`src/rtl/operand_seq_pkg.sv`:
```
// Shared types and default sizing for the operand sequencer.
package operand_seq_pkg;

  localparam int unsigned DefaultW     = 5;
  localparam int unsigned DefaultDepth = 16;

  typedef enum logic [1:0] {
    StIdle,
    StRun,
    StDone
  } state_e;

  typedef struct packed {
    logic [DefaultW-1:0] a;
    logic [DefaultW-1:0] b;
    logic [DefaultW-1:0] c;
    logic [DefaultW-1:0] d;
    logic [DefaultW-1:0] e;
  } vec_t;

endpackage

```
`src/rtl/seq_table.sv`:
```
// Operand vector register file: one synchronous write port, one combinational read port.
module seq_table
  import operand_seq_pkg::*;
#(
  parameter int unsigned DEPTH   = DefaultDepth,
  parameter type         entry_t = vec_t,
  localparam int unsigned AW     = $clog2(DEPTH)
) (
  input  logic          clk,
  input  logic          we,
  input  logic [AW-1:0] waddr,
  input  entry_t        wdata,
  input  logic [AW-1:0] raddr,
  output entry_t        rdata
);

  // No reset: contents survive a sequencer reset.
  entry_t mem [DEPTH];

  always_ff @(posedge clk) begin
    if (we) begin
      mem[waddr] <= wdata;
    end
  end

  assign rdata = mem[raddr];

endmodule

```
`src/rtl/operand_sequencer.sv`:
```
// Streams len stored operand vectors to a ready/valid pipeline input.
// Optional OPERAND_SEQUENCER_LOOP_EN adds a loop input that replays the table without ending.
module operand_sequencer
  import operand_seq_pkg::*;
#(
  parameter int unsigned W     = DefaultW,
  parameter int unsigned DEPTH = DefaultDepth,
  localparam int unsigned AW   = $clog2(DEPTH),
  localparam int unsigned LW   = AW + 1
) (
  input  logic          clk,
  input  logic          rst,
  input  logic          wr_en,
  input  logic [AW-1:0] wr_addr,
  input  logic [W-1:0]  wr_a,
  input  logic [W-1:0]  wr_b,
  input  logic [W-1:0]  wr_c,
  input  logic [W-1:0]  wr_d,
  input  logic [W-1:0]  wr_e,
  input  logic [LW-1:0] len,
  input  logic          start,
`ifdef OPERAND_SEQUENCER_LOOP_EN
  input  logic          loop,
`endif
  input  logic          out_ready,
  output logic          out_valid,
  output logic [W-1:0]  a,
  output logic [W-1:0]  b,
  output logic [W-1:0]  c,
  output logic [W-1:0]  d,
  output logic [W-1:0]  e,
  output logic          busy,
  output logic          done
);

  typedef struct packed {
    logic [W-1:0] a;
    logic [W-1:0] b;
    logic [W-1:0] c;
    logic [W-1:0] d;
    logic [W-1:0] e;
  } op_vec_t;

  state_e        state_q, state_d;
  logic [AW-1:0] idx_q, idx_d;
  logic [LW-1:0] len_q, len_d;
  op_vec_t       wr_vec, rd_vec;
  logic          loop_en, len_ok, xfer, last;

`ifdef OPERAND_SEQUENCER_LOOP_EN
  assign loop_en = loop;
`else
  assign loop_en = 1'b0;
`endif

  assign wr_vec = '{a: wr_a, b: wr_b, c: wr_c, d: wr_d, e: wr_e};

  seq_table #(
    .DEPTH  (DEPTH),
    .entry_t(op_vec_t)
  ) u_table (
    .clk  (clk),
    .we   (wr_en && (state_q == StIdle)),
    .waddr(wr_addr),
    .wdata(wr_vec),
    .raddr(idx_q),
    .rdata(rd_vec)
  );

  assign len_ok    = (len != '0) && (len <= LW'(DEPTH));
  assign out_valid = (state_q == StRun);
  assign busy      = (state_q == StRun);
  assign done      = (state_q == StDone);
  assign xfer      = out_valid && out_ready;
  assign last      = ({1'b0, idx_q} == (len_q - LW'(1)));

  always_comb begin
    state_d = state_q;
    idx_d   = idx_q;
    len_d   = len_q;
    case (state_q)
      StIdle: begin
        if (start && len_ok) begin
          state_d = StRun;
          len_d   = len;
          idx_d   = '0;
        end
      end
      StRun: begin
        if (xfer) begin
          if (!last) begin
            idx_d = idx_q + AW'(1);
          end else if (loop_en) begin
            idx_d = '0;
          end else begin
            state_d = StDone;
          end
        end
      end
      StDone:  state_d = StIdle;
      default: state_d = StIdle;
    endcase
  end

  always_comb begin
    a = '0;
    b = '0;
    c = '0;
    d = '0;
    e = '0;
    if (out_valid) begin
      a = rd_vec.a;
      b = rd_vec.b;
      c = rd_vec.c;
      d = rd_vec.d;
      e = rd_vec.e;
    end
  end

  always_ff @(posedge clk) begin
    if (!rst) begin
      state_q <= StIdle;
      idx_q   <= '0;
      len_q   <= '0;
    end else begin
      state_q <= state_d;
      idx_q   <= idx_d;
      len_q   <= len_d;
    end
  end

endmodule

```
`config.mk`:
```
export PLATFORM = sky130hd
export DESIGN_NAME = operand_sequencer
export DESIGN_NICKNAME = d
export VERILOG_FILES = /design/src/rtl/operand_seq_pkg.sv /design/src/rtl/seq_table.sv /design/src/rtl/operand_sequencer.sv
export SDC_FILE = /design/constraint.sdc
export NUM_CORES = 1
export LEC_CHECK = 0
export ABC_AREA = 0
export CAP_MARGIN = 20
export CORE_MARGIN = 2
export CORE_UTILIZATION = 45
export CTS_BUF_LIST = sky130_fd_sc_hd__clkbuf_2
export CTS_CLUSTER_DIAMETER = 150
export DETAILED_ROUTE_END_ITERATION = 7
export PLACE_DENSITY = 0.74
export SETUP_SLACK_MARGIN = 0.4
export SKIP_CTS_REPAIR_TIMING = 1
export SLEW_MARGIN = 20
export SYNTH_ARGS = -nofsm -noshare
export SYNTH_HDL_FRONTEND = slang
export SYNTH_SLANG_ARGS = --single-unit
```
`constraint.sdc`:
```
create_clock -name clk -period 2.96 [get_ports clk]
set_input_delay 0.592 -clock clk [delete_from_list [all_inputs] [get_ports clk]]
set_output_delay 0.592 -clock clk [all_outputs]
set_load 0.03 [all_outputs]
```
==> results of run 1 <==
## worst max-delay path by stage
| stage | start | to | slack (ns) | depth (start not counted) |
|---|---|---|---|---|
| 2_1_floorplan | flop | a[4] | 0.36 | 5 |
| 3_3_place_gp | flop | e[0] | 0.02 | 5 |
| 3_5_place_dp | flop | e[0] | 0.02 | 5 |
| 4_1_cts | flop | e[0] | -0.98 | 5 |
| 5_1_grt | flop | c[4] | -0.81 | 6 |
| 6_report | flop | c[4] | -0.67 | 6 |
## layer usage
layer / GRT usage (%) / up-vias / part of all wire, %
li1: - / 3354 / -
met1: 23.44 / 4069 / 40
met2: 30.80 / 320 / 52
met3: 4.364 / 36 / 6.7
met4: 6.048 / 0 / 1.1
met5: 0 / - / 0
## through the flow
step                      std cells  setup TNS (ns)  total power [mW]  setup slack, ns
after detailed placement       1212               0             7.206          0.02055
final                          1401          -14.49             10.53          -0.6707
after CTS                      1371          -22.61             10.59          -0.9805
after floorplan                 682               0             6.930           0.3621
after global routing           1401          -18.31             11.02          -0.8124
after global placement         1212               0             7.190          0.01547
## flip-flops by register name, summed over array words and instances (netlist names), named ones only
signal / count
len_q: 5
idx_q: 4
state_q: 2
u_table.mem: 400
## cells by family after synthesis
kind of cell             count (synthesis)
AO/OA/AOI/OAI                           14
XOR/XNOR                                 6
multiplexers                           132
AND/OR/NAND/NOR                         76
flip-flops                             415
buffers and inverters                   37
adder cells (fa/ha/maj)                  2
## area by class of cell
type	count	area, um2
fill	2615	16190
sequential	415	12320
multi-input combinational	230	3701
timing repair buffer	131	1690
clock buffer	132	660.6
tap	461	576.8
clock inverter	27	147.6
inverter	4	15.01
antenna	1	2.502
## cell usage after synthesis (2+ instances only)
cell / number / share of area, %
and2_1: 25 / 0.98
nand2b_1: 4 / 0.16
nand4_1: 2 / 0.078
nand3_1: 3 / 0.094
inv_1: 4 / 0.094
nor2_1: 21 / 0.49
buf_2: 12 / 0.38
xnor2_1: 6 / 0.33
a31oi_1: 2 / 0.078
nand2_1: 6 / 0.14
nor3_1: 6 / 0.19
edfxtp_1: 400 / 75
ha_1: 2 / 0.16
mux4_2: 125 / 18
clkbuf_1: 13 / 0.31
buf_1: 6 / 0.14
mux2i_1: 7 / 0.44
dfxtp_1: 15 / 1.9
o211ai_2: 2 / 0.16
o21a_1: 2 / 0.094
a21oi_1: 3 / 0.094
## where the power goes
| group | internal (mW) | switching (mW) | leakage, nW |
|---|---|---|---|
| clock | 1.29 | 2.09 | 0.613 |
| sequential | 6.50 | 0.0239 | 3.73 |
| combinational | 0.307 | 0.320 | 1.76 |
| total | 8.10 | 2.43 | 6.11 |
## worst max-delay path: stages, from the launching register on
cell and delay, ns:
dfxtp_4 0.46, buf_12 0.18, clkbuf_16 0.19, mux4_2 0.51, mux4_2 0.51, and2_4 0.18, buf_6 0.13
==> metrics, run 1 <==
outcome finished with violations; violated checks negative setup slack; CORE AREA 35310 um2; most common cell after layout, fill and taps aside edfxtp_1; die footprint 37050 um2; IO Count 67; placed cell area 17770 um2; Ys Warns 0; Seq cells post-synth 415; commonest non-fill, non-tap cells in the layout 400 x edfxtp_1, 132 x clkbuf_2, 125 x mux4_2; Hold Path Depth 3; Worst VDD drop 0.2857 mV; Slew Limit Headroom 58.39%; vias in the first global route 7928; initial core utilization 45.27%; Area Overhead vs Synth 19.58%; mux cell area share after synthesis 18.05%; Most used DFF post-synth edfxtp_1; initial antenna violation count 1; Worst Hold Slack 0.2788 ns; main combinational cell family by area after synthesis multiplexers; Final Cell Area 19120 um2; CTS Buffer Depth 3; CP Launch Type flop; # port buffers 66; Cell variety after synth 37; Die Ht 192.5 um; CTS tree built; Synth Instances 682; CTS Root Cell clkbuf_2; Simple-Gate Fraction of Synth Area 2.575%; insertion delay to the later sink of the worst-skew pair 0.90 ns; Max Cap Viol 0; Synthesized Nets 723; average size of a mapped cell 23.44 um2; pwr/cell area 550.8 nW/um2; measured slew at the worst slew-check pin 0.6242 ns; final wirelength 33840 um; Max Freq 0.2754 GHz; site row count 69; post-synthesis sequential area ratio 77.02%; EDFF count, synth 400; Cell Area, Synth 15990 um2; DPL Wire Length 16750 um; Avg WL per Cell 24.15 um; Register-to-Register Path Depth 7; Final setup viols 25; Remaining DRCs 0; initial drt markers 660; post-layout min period 3.631 ns; worst reg2reg setup slack 0.51 ns; post-route ant nets 0; Final Wtd Congestion 0.7001; Critical Path RT 2.37 ns; GRT Total Usage 18.25%; CP Capture Type output pin; RSZ-0062 raised after global routing yes; Async SR Flop Fraction 0%; clock edge transition at the registers on the reported setup and hold paths 0.13 ns; P_leak 6.105 nW; H-tree depth 3; Initial DRT Pass Iterations 5; XOR/XNOR Fraction of Synth Area 0.3287%; final max-slew violation count 0; hold endpoint state_q[1]; type of the worst setup path reg -> out; HP Class in -> reg; remaining global-route overflow 0; Critical Path Fanout Max 8; fin nets 920; DR vias/cell 5.552; Vias 7779; post-synthesis compound-gate area fraction 0.8375%; final hold violations 0; Synth Area in Adders 0.1565%; CTS Sinks 415; share of layout cells above drive strength 1 43.34%; first-pass GRT wire length 48290 um; worst setup margin -0.6707 ns; Die Wd 192.5 um; R2R Path Start len_q[0]; worst path arrival time 3.04 ns; final core utilization 54.14%; hold path start out_ready; largest net degree at the start of global routing 35; number of buffers created by CTS 97; final worst path period share 122.7%; Post-Route Skew 0.07524 ns
Note: power is estimated with default switching activity, not from simulation.
==> inputs of run 2 (changes only) <==
- SLEW_MARGIN: 20 -> 0
==> results of run 2 <==
No change in the layout: final DEF, timing and power equal those of run 1.
==> inputs of run 3 (changes only) <==
- GPL_ROUTABILITY_DRIVEN: default -> 0
- SETUP_SLACK_MARGIN: 0.4 -> 0.2
==> run 3 against run 2 <==
  * The flow still finishes with violations (negative setup slack)
  * Design area down 0.22%
  * First-iteration DRC count up 9.4%
  * Register-to-register slack better by 0.07 ns
  * Largest power group unchanged
  * Highest routed layer unchanged
==> metrics, run 3 (synthesized netlist as in run 1, its figures left out) <==
initial antenna violation count 1; clock edge transition at the registers on the reported setup and hold paths 0.11 ns; largest net degree at the start of global routing 28; fin nets 925; share of layout cells above drive strength 1 43.20%; Die Wd 192.5 um; CORE AREA 35310 um2; post-layout min period 3.563 ns; IO Count 67; # port buffers 66; hold endpoint len_q[2]; final core utilization 54.02%; Hold Path Depth 3; final hold violations 0; CTS Buffer Depth 3; Vias 7874; post-place setup slack -0.1025 ns; sequential cell area 12320 um2; measured slew at the worst slew-check pin 0.5510 ns; outcome finished with violations; Area Overhead vs Synth 19.32%; CP Capture Type output pin; TNS Setup -13.66 ns; Avg WL per Cell 24.38 um; R2R Path Start len_q[0]; Slew Limit Headroom 63.15%; Remaining DRCs 0; placed cell area 17790 um2; most common cell after layout, fill and taps aside edfxtp_1; first-pass GRT wire length 49510 um; final wirelength 34400 um; Regs by FF count u_table.mem x400, len_q x5, idx_q x4; GRT Total Usage 18.58%; Critical Path Fanout Max 7; commonest non-fill, non-tap cells in the layout 400 x edfxtp_1, 145 x clkbuf_2, 125 x mux4_2; RSZ-0062 raised after global routing yes; Final Cell Area 19070 um2; pwr/cell area 553.9 nW/um2; Register-to-Register Path Depth 8; DR vias/cell 5.580; Largest register FFs 400; Critical Path RT 2.37 ns; register name with the most flops u_table.mem; number of buffers created by CTS 98; initial drt markers 722; violated checks negative setup slack; Fill cells 2671; Post-Route Skew 0.08781 ns; Max Freq 0.2807 GHz; CP Launch Type flop; worst setup margin -0.6026 ns; remaining global-route overflow 0; initial core utilization 45.27%; insertion delay to the later sink of the worst-skew pair 0.95 ns; worst reg2reg setup slack 0.58 ns; HP Class in -> reg; type of the worst setup path reg -> out; Worst VDD drop 0.3451 mV; Die Ht 192.5 um; site row count 69; post-route ant nets 0; final max-slew violation count 0; CTS tree built; worst path arrival time 2.97 ns; P_leak 6.097 nW; area occupied by multi-input gates 3681 um2; hold path start len[2]; CTS Sinks 415; CTS Root Cell clkbuf_2; final worst path period share 120.4%; H-tree depth 3; DPL Wire Length 18130 um; Initial DRT Pass Iterations 5; vias in the first global route 8115; Tot Pwr 10.57 mW; Max Cap Viol 0; die footprint 37050 um2; Final setup viols 25
==> run 3: per-stage QoR <==
stage / std cells / hold slack [ns]
finish: 1411 / 0.3182
global route: 1411 / 0.2637
CTS: 1386 / 0.2144
detailed placement: 1221 / 0.5241
global placement: 1221 / 0.5101
floorplan: 682 / 0.4866
==> run 3: worst max-delay path by stage <==
stage	endpoint	from	slack (ns)	depth (start not counted)
finish	a[4]	flop	-0.60	7
global route	b[0]	flop	-0.73	7
CTS	e[0]	flop	-1.08	5
detailed placement	e[0]	flop	-0.10	5
global placement	e[0]	flop	-0.09	5
floorplan	a[0]	flop	0.31	5
==> run 3: critical path, cell delays in order, from the launching register on <==
cell and delay (ns):
dfxtp_4 0.38, buf_4 0.12, buf_12 0.13, buf_12 0.14, mux4_2 0.52, mux4_2 0.48
and2_4 0.20, buf_6 0.14
==> run 3: power breakdown <==
group | switching (mW) | internal [mW] | leakage, nW
clock network | 2.16 | 1.26 | 0.630
logic | 0.323 | 0.294 | 1.73
registers | 0.0206 | 6.50 | 3.73
total | 2.51 | 8.06 | 6.10
==> run 3: per-layer routing <==
layer / vias to the layer above / share of wire [%] / GRT usage, %
met5: - / 0 / 0
met4: 0 / 1.9 / 6.371
met3: 58 / 5.7 / 3.783
met2: 278 / 51 / 30.58
met1: 4163 / 41 / 24.95
li1: 3375 / - / -
==> run 3: final cells by class <==
type | instances | area share, %
antenna | 1 | 0.01312
clock buffer | 138 | 3.621
clock inverter | 27 | 0.7019
inverter | 4 | 0.07872
multi-input combinational | 230 | 19.30
sequential | 415 | 64.60
tap | 461 | 3.024
timing repair buffer | 135 | 8.666
==> RTL change 1, RTL diff (settings of run 3) <==
`DefaultDepth`: 16 -> 8.
--- a/src/rtl/operand_seq_pkg.sv
+++ b/src/rtl/operand_seq_pkg.sv
@@ -2,7 +2,7 @@
 package operand_seq_pkg;
 
   localparam int unsigned DefaultW     = 5;
-  localparam int unsigned DefaultDepth = 16;
+  localparam int unsigned DefaultDepth = 8;
 
   typedef enum logic [1:0] {
     StIdle,
Interface: changed (resized len and wr_addr); port bits go from 67 to 65. No check against the original RTL was run, so the function may have changed too.
==> RTL change 1 against run 3 <==
- the flow still finishes with violations (setup timing)
- count of clock-buffer cells in the layout fell by 63
- sequential share of layout area fell by 1.9 points
- wire length fell by 52%
- synthesized area fell by 48%
- first-iteration DRC count fell by 69%
- synthesized cell count fell by 41%
- cell area fell by 48%
- sequential power fell by 48%
- setup slack improved by 0.50 ns
- sequential cell count fell by 203
- clock skew fell by 0.043 ns
- register-to-register slack improved by 0.33 ns
- utilization rose by 1.3 points
- total power fell by 48%
- critical endpoint unchanged
==> RTL change 1: results (changes against run 3) <==
Worst VDD drop - 0.2712 mV (was 0.3451 mV)
# nets final - 577 (was 925)
clock latency on the worst-skew pair - 0.77 ns (was 0.95 ns)
Data arrival, critical path - 2.47 ns (was 2.97 ns)
largest registers - u_table.mem x200, len_q x4, idx_q x3 (was u_table.mem x400, len_q x5, idx_q x4)
wire per inst - 20.58 µm (was 24.38 µm)
number of I/O port buffers - 64 (was 66)
share of cells above drive strength 1 - 0.3849 (was 0.4320)
H-tree levels - 2 (was 3)
outcome - finished with violations (unchanged)
CTS buffer count - 50 (was 98)
vias in the first global route - 4,535 (was 8,115)
DRT iter0 DRCs - 226 (was 722)
Leakage - 3.340 nW (was 6.097 nW)
largest cells by area after synthesis - edfxtp_1, mux4_2, mux2i_1, dfxtp_1, nor2_1 (was edfxtp_1, mux4_2, dfxtp_1, and2_1, nor2_1)
Post-synth EDFFs - 200 (was 400)
violated checks - setup timing (unchanged)
first-pass GRT wire length - 24.94 mm (was 49.51 mm)
crit path max fanout - 6 (was 7)
sequential area share after synthesis - 0.7554 (was 0.7702)
GR Util All Layers - 0.1684 (was 0.1858)
worst setup skew after layout - 0.04494 ns (was 0.08781 ns)
worst setup margin - -0.1028 ns (was -0.6026 ns)
Final setup viols - 20 (was 25)
synth unique cells - 36 (was 37)
==> RTL change 1: per-layer routing <==
layer | up-vias | track usage | wire (µm) | part of all wire
met4 | 0 | 0.06211 | 215 | 0.013
met3 | 19 | 0.04474 | 1030 | 0.063
met5 | - | 0 | 0 | 0
met2 | 124 | 0.2784 | 8267 | 0.50
met1 | 2181 | 0.2167 | 6933 | 0.42
li1 | 1927 | - | - | -
==> RTL change 1: per-stage QoR <==
stage / hold WS (ns) / power (mW) / worst slack, ns / setup TNS, ns / cells
after floorplan: 0.4828 / 3.619 / 0.6598 / 0 / 399
after global placement: 0.5017 / 3.791 / 0.2859 / 0 / 697
after detailed placement: 0.5105 / 3.804 / 0.2772 / 0 / 697
after CTS: 0.3657 / 5.552 / -0.6392 / -11.70 / 780
after global routing: 0.4015 / 5.751 / -0.2160 / -4.136 / 799
final: 0.4583 / 5.499 / -0.1028 / -0.8983 / 799
==> RTL change 1: power by group <==
group          total (mW)  internal, mW  leakage [nW]  switching [mW]
clock                1.74         0.680         0.334            1.06
combinational       0.397         0.181          1.09           0.216
sequential           3.36          3.34          1.91          0.0189
total                5.50          4.20          3.34            1.30
==> RTL change 1: final timing paths <==
check	startpoint	end	slack, ns	depth (start not counted)
hold / removal	len[3]	len_q[3]	0.46	3
setup reg to reg	len_q[0]	state_q[0]	0.91	7
setup / recovery	register	a[4]	-0.10	6
hold reg to reg	idx_q[2]	register	0.52	2
==> RTL change 1: cell families (layout without fill, tap and decap cells) <==
group	Yosys count	in the layout	synth area share
simple gates	64	64	0.03950
mux	82	82	0.1749
xor+xnor	3	3	0.003179
buf+inv	25	195	0.01347
other cells	0	1	0
flops	212	212	0.7554
compound gates	11	11	0.01044
fa+ha+maj	2	2	0.003026
==> RTL change 1: cell type report <==
cell class | instances | area [µm²]
fillers | 1421 | 8049
clock buffers | 75 | 375.4
repair buffers | 108 | 1040
multi-input cells | 162 | 1956
diodes | 1 | 2.502
clock inverters | 8 | 47.55
flip-flops and latches | 212 | 6254
inverters | 4 | 15.01
well taps | 229 | 286.5
==> RTL change 1: worst min-delay path, stage by stage <==
cell             delay (ns)
clkdlybuf4s50_1        0.44
o21ai_0                0.08
a21boi_0               0.08
==> RTL change 2, RTL diff (settings of run 3) <==
Made on the original files. Make the reset (`rst`) asynchronous in one clocked block.
--- a/src/rtl/operand_sequencer.sv
+++ b/src/rtl/operand_sequencer.sv
@@ -117,7 +117,7 @@
     end
   end
 
-  always_ff @(posedge clk) begin
+  always_ff @(posedge clk or negedge rst) begin
     if (!rst) begin
       state_q <= StIdle;
       idx_q   <= '0;
Behaviour: differs if rst is asserted again (counterexample within 4 cycles, from zero or initial values and one cycle with rst low); with rst held inactive, the same outputs for 4 cycles.
==> RTL change 2 against run 3 <==
- the flow still finishes with violations (setup timing)
- wire length down 2.5%
- setup slack worse by 0.16 ns
- maximum frequency down 4.3%
- synthesized area down 0.34%
- sequential cell count down 4
- cell area down 1.3%
- largest cell class unchanged
Power is not compared: it rests on default switching activity, and its combinational part moved more than twofold at a synthesized area within 25%.
==> RTL change 2: results (changes against run 3) <==
GR Util All Layers - 0.1860 (was 0.1858)
FILL cells - 2,607 (was 2,671)
R2R cell count - 6 (was 8)
mux share of post-synthesis cell area - 0.1795 (was 0.1805)
largest cells by area after synthesis - edfxtp_1, mux4_2, dfrtp_1, and2_1, buf_6 (was edfxtp_1, mux4_2, dfxtp_1, and2_1, nor2_1)
CTS buffer count - 97 (was 98)
DRT iter0 DRCs - 704 (was 722)
vias - 7,691 (was 7,874)
Adder-Cell Fraction of Synth Area - 0.001571 (was 0.001565)
Data arrival, critical path - 3.13 ns (was 2.97 ns)
clock latency on the worst-skew pair - 0.88 ns (was 0.95 ns)
Inst Count DP - 1,206 (was 1,221)
sequential cell area - 12,300 µm² (was 12,320 µm²)
largest net degree at the start of global routing - 39 (was 28)
outcome - finished with violations (unchanged)
hold slack - 0.07568 ns (was 0.3182 ns)
CTS root buf - clkbuf_2 (unchanged)
sequential area share after synthesis - 0.7712 (was 0.7702)
vias in the first global route - 8,053 (was 8,115)
xor and xnor area share after synthesis - 0.003299 (was 0.003287)
Place WS - -0.03684 ns (was -0.1025 ns)
hpwl dp - 17.83 mm (was 18.13 mm)
Synth Cell Area - 15,930 µm² (was 15,990 µm²)
worst setup skew after layout - 0.03584 ns (was 0.08781 ns)
# nets final - 913 (was 925)
share of cells above drive strength 1 - 0.4227 (was 0.4320)
Final setup viols - 25 (unchanged)
violated checks - setup timing (unchanged)
wire per inst - 24.28 µm (was 24.38 µm)
synth unique cells - 35 (was 37)
ys async rst share - 0.02676 (was 0)
Synth Area in Compound Gates - 0.004398 (was 0.008375)
crit path max fanout - 8 (was 7)
Post-DP Area - 17,730 µm² (was 17,790 µm²)
worst setup margin - -0.7639 ns (was -0.6026 ns)
Slew headroom - 0.5854 (was 0.6315)
Syn Nets - 716 (was 723)
worst hold path class - in2async (was in2reg)
==> RTL change 2: changes by cell type in the layout (fill, tap and decap cells not counted), moves of 4 or more <==
cell | run 3 | this run
buf_4 | 29 | 35
mux2i_1 | 7 | 0
buf_12 | 30 | 26
dfxtp_1 | 12 | 0
clkbuf_2 | 145 | 129
mux2_2 | 0 | 4
nor2_1 | 9 | 4
dfrtp_1 | 0 | 7
==> RTL change 2: final cells by class <==
cell class	instances	share of cell area
Sequential cell	411	0.6535
Multi-Input combinational cell	227	0.1922
Timing Repair Buffer	132	0.08391
Clock buffer	127	0.03378
Tap cell	455	0.03025
Clock inverter	25	0.005585
Inverter	3	0.0005984
Antenna cell	1	0.0001330
==> RTL change 2: how the worst max path moves through the flow <==
stage | startpoint | to | slack (ns)
detailed placement | idx_q[0] | b[1] | -0.04
global route | idx_q[0] | d[1] | -0.91
CTS | idx_q[0] | b[1] | -1.02
finish | idx_q[0] | d[1] | -0.76
global placement | idx_q[0] | a[3] | -0.03
floorplan | idx_q[2] | b[0] | 0.34
==> RTL change 2: worst max-delay path: stages, from the launching register on <==
cell and delay [ns]:
dfrtp_4 0.47, buf_12 0.14, buf_12 0.15, buf_12 0.14, mux4_2 0.49, mux4_2 0.52
and2_4 0.18, buf_6 0.13
==> RTL change 2: layer usage <==
metal	track usage	up-vias	wire length, µm
met5	0	-	0
met4	0.05314	0	558
met3	0.03892	48	1795
met2	0.3242	287	17790
met1	0.2366	4040	13380
li1	-	3316	-
==> RTL change 2: cells by family after synthesis <==
group / count (synthesis)
mux: 129
flops: 411
simple gates: 80
xor+xnor: 6
compound gates: 10
fa+ha+maj: 2
buf+inv: 37
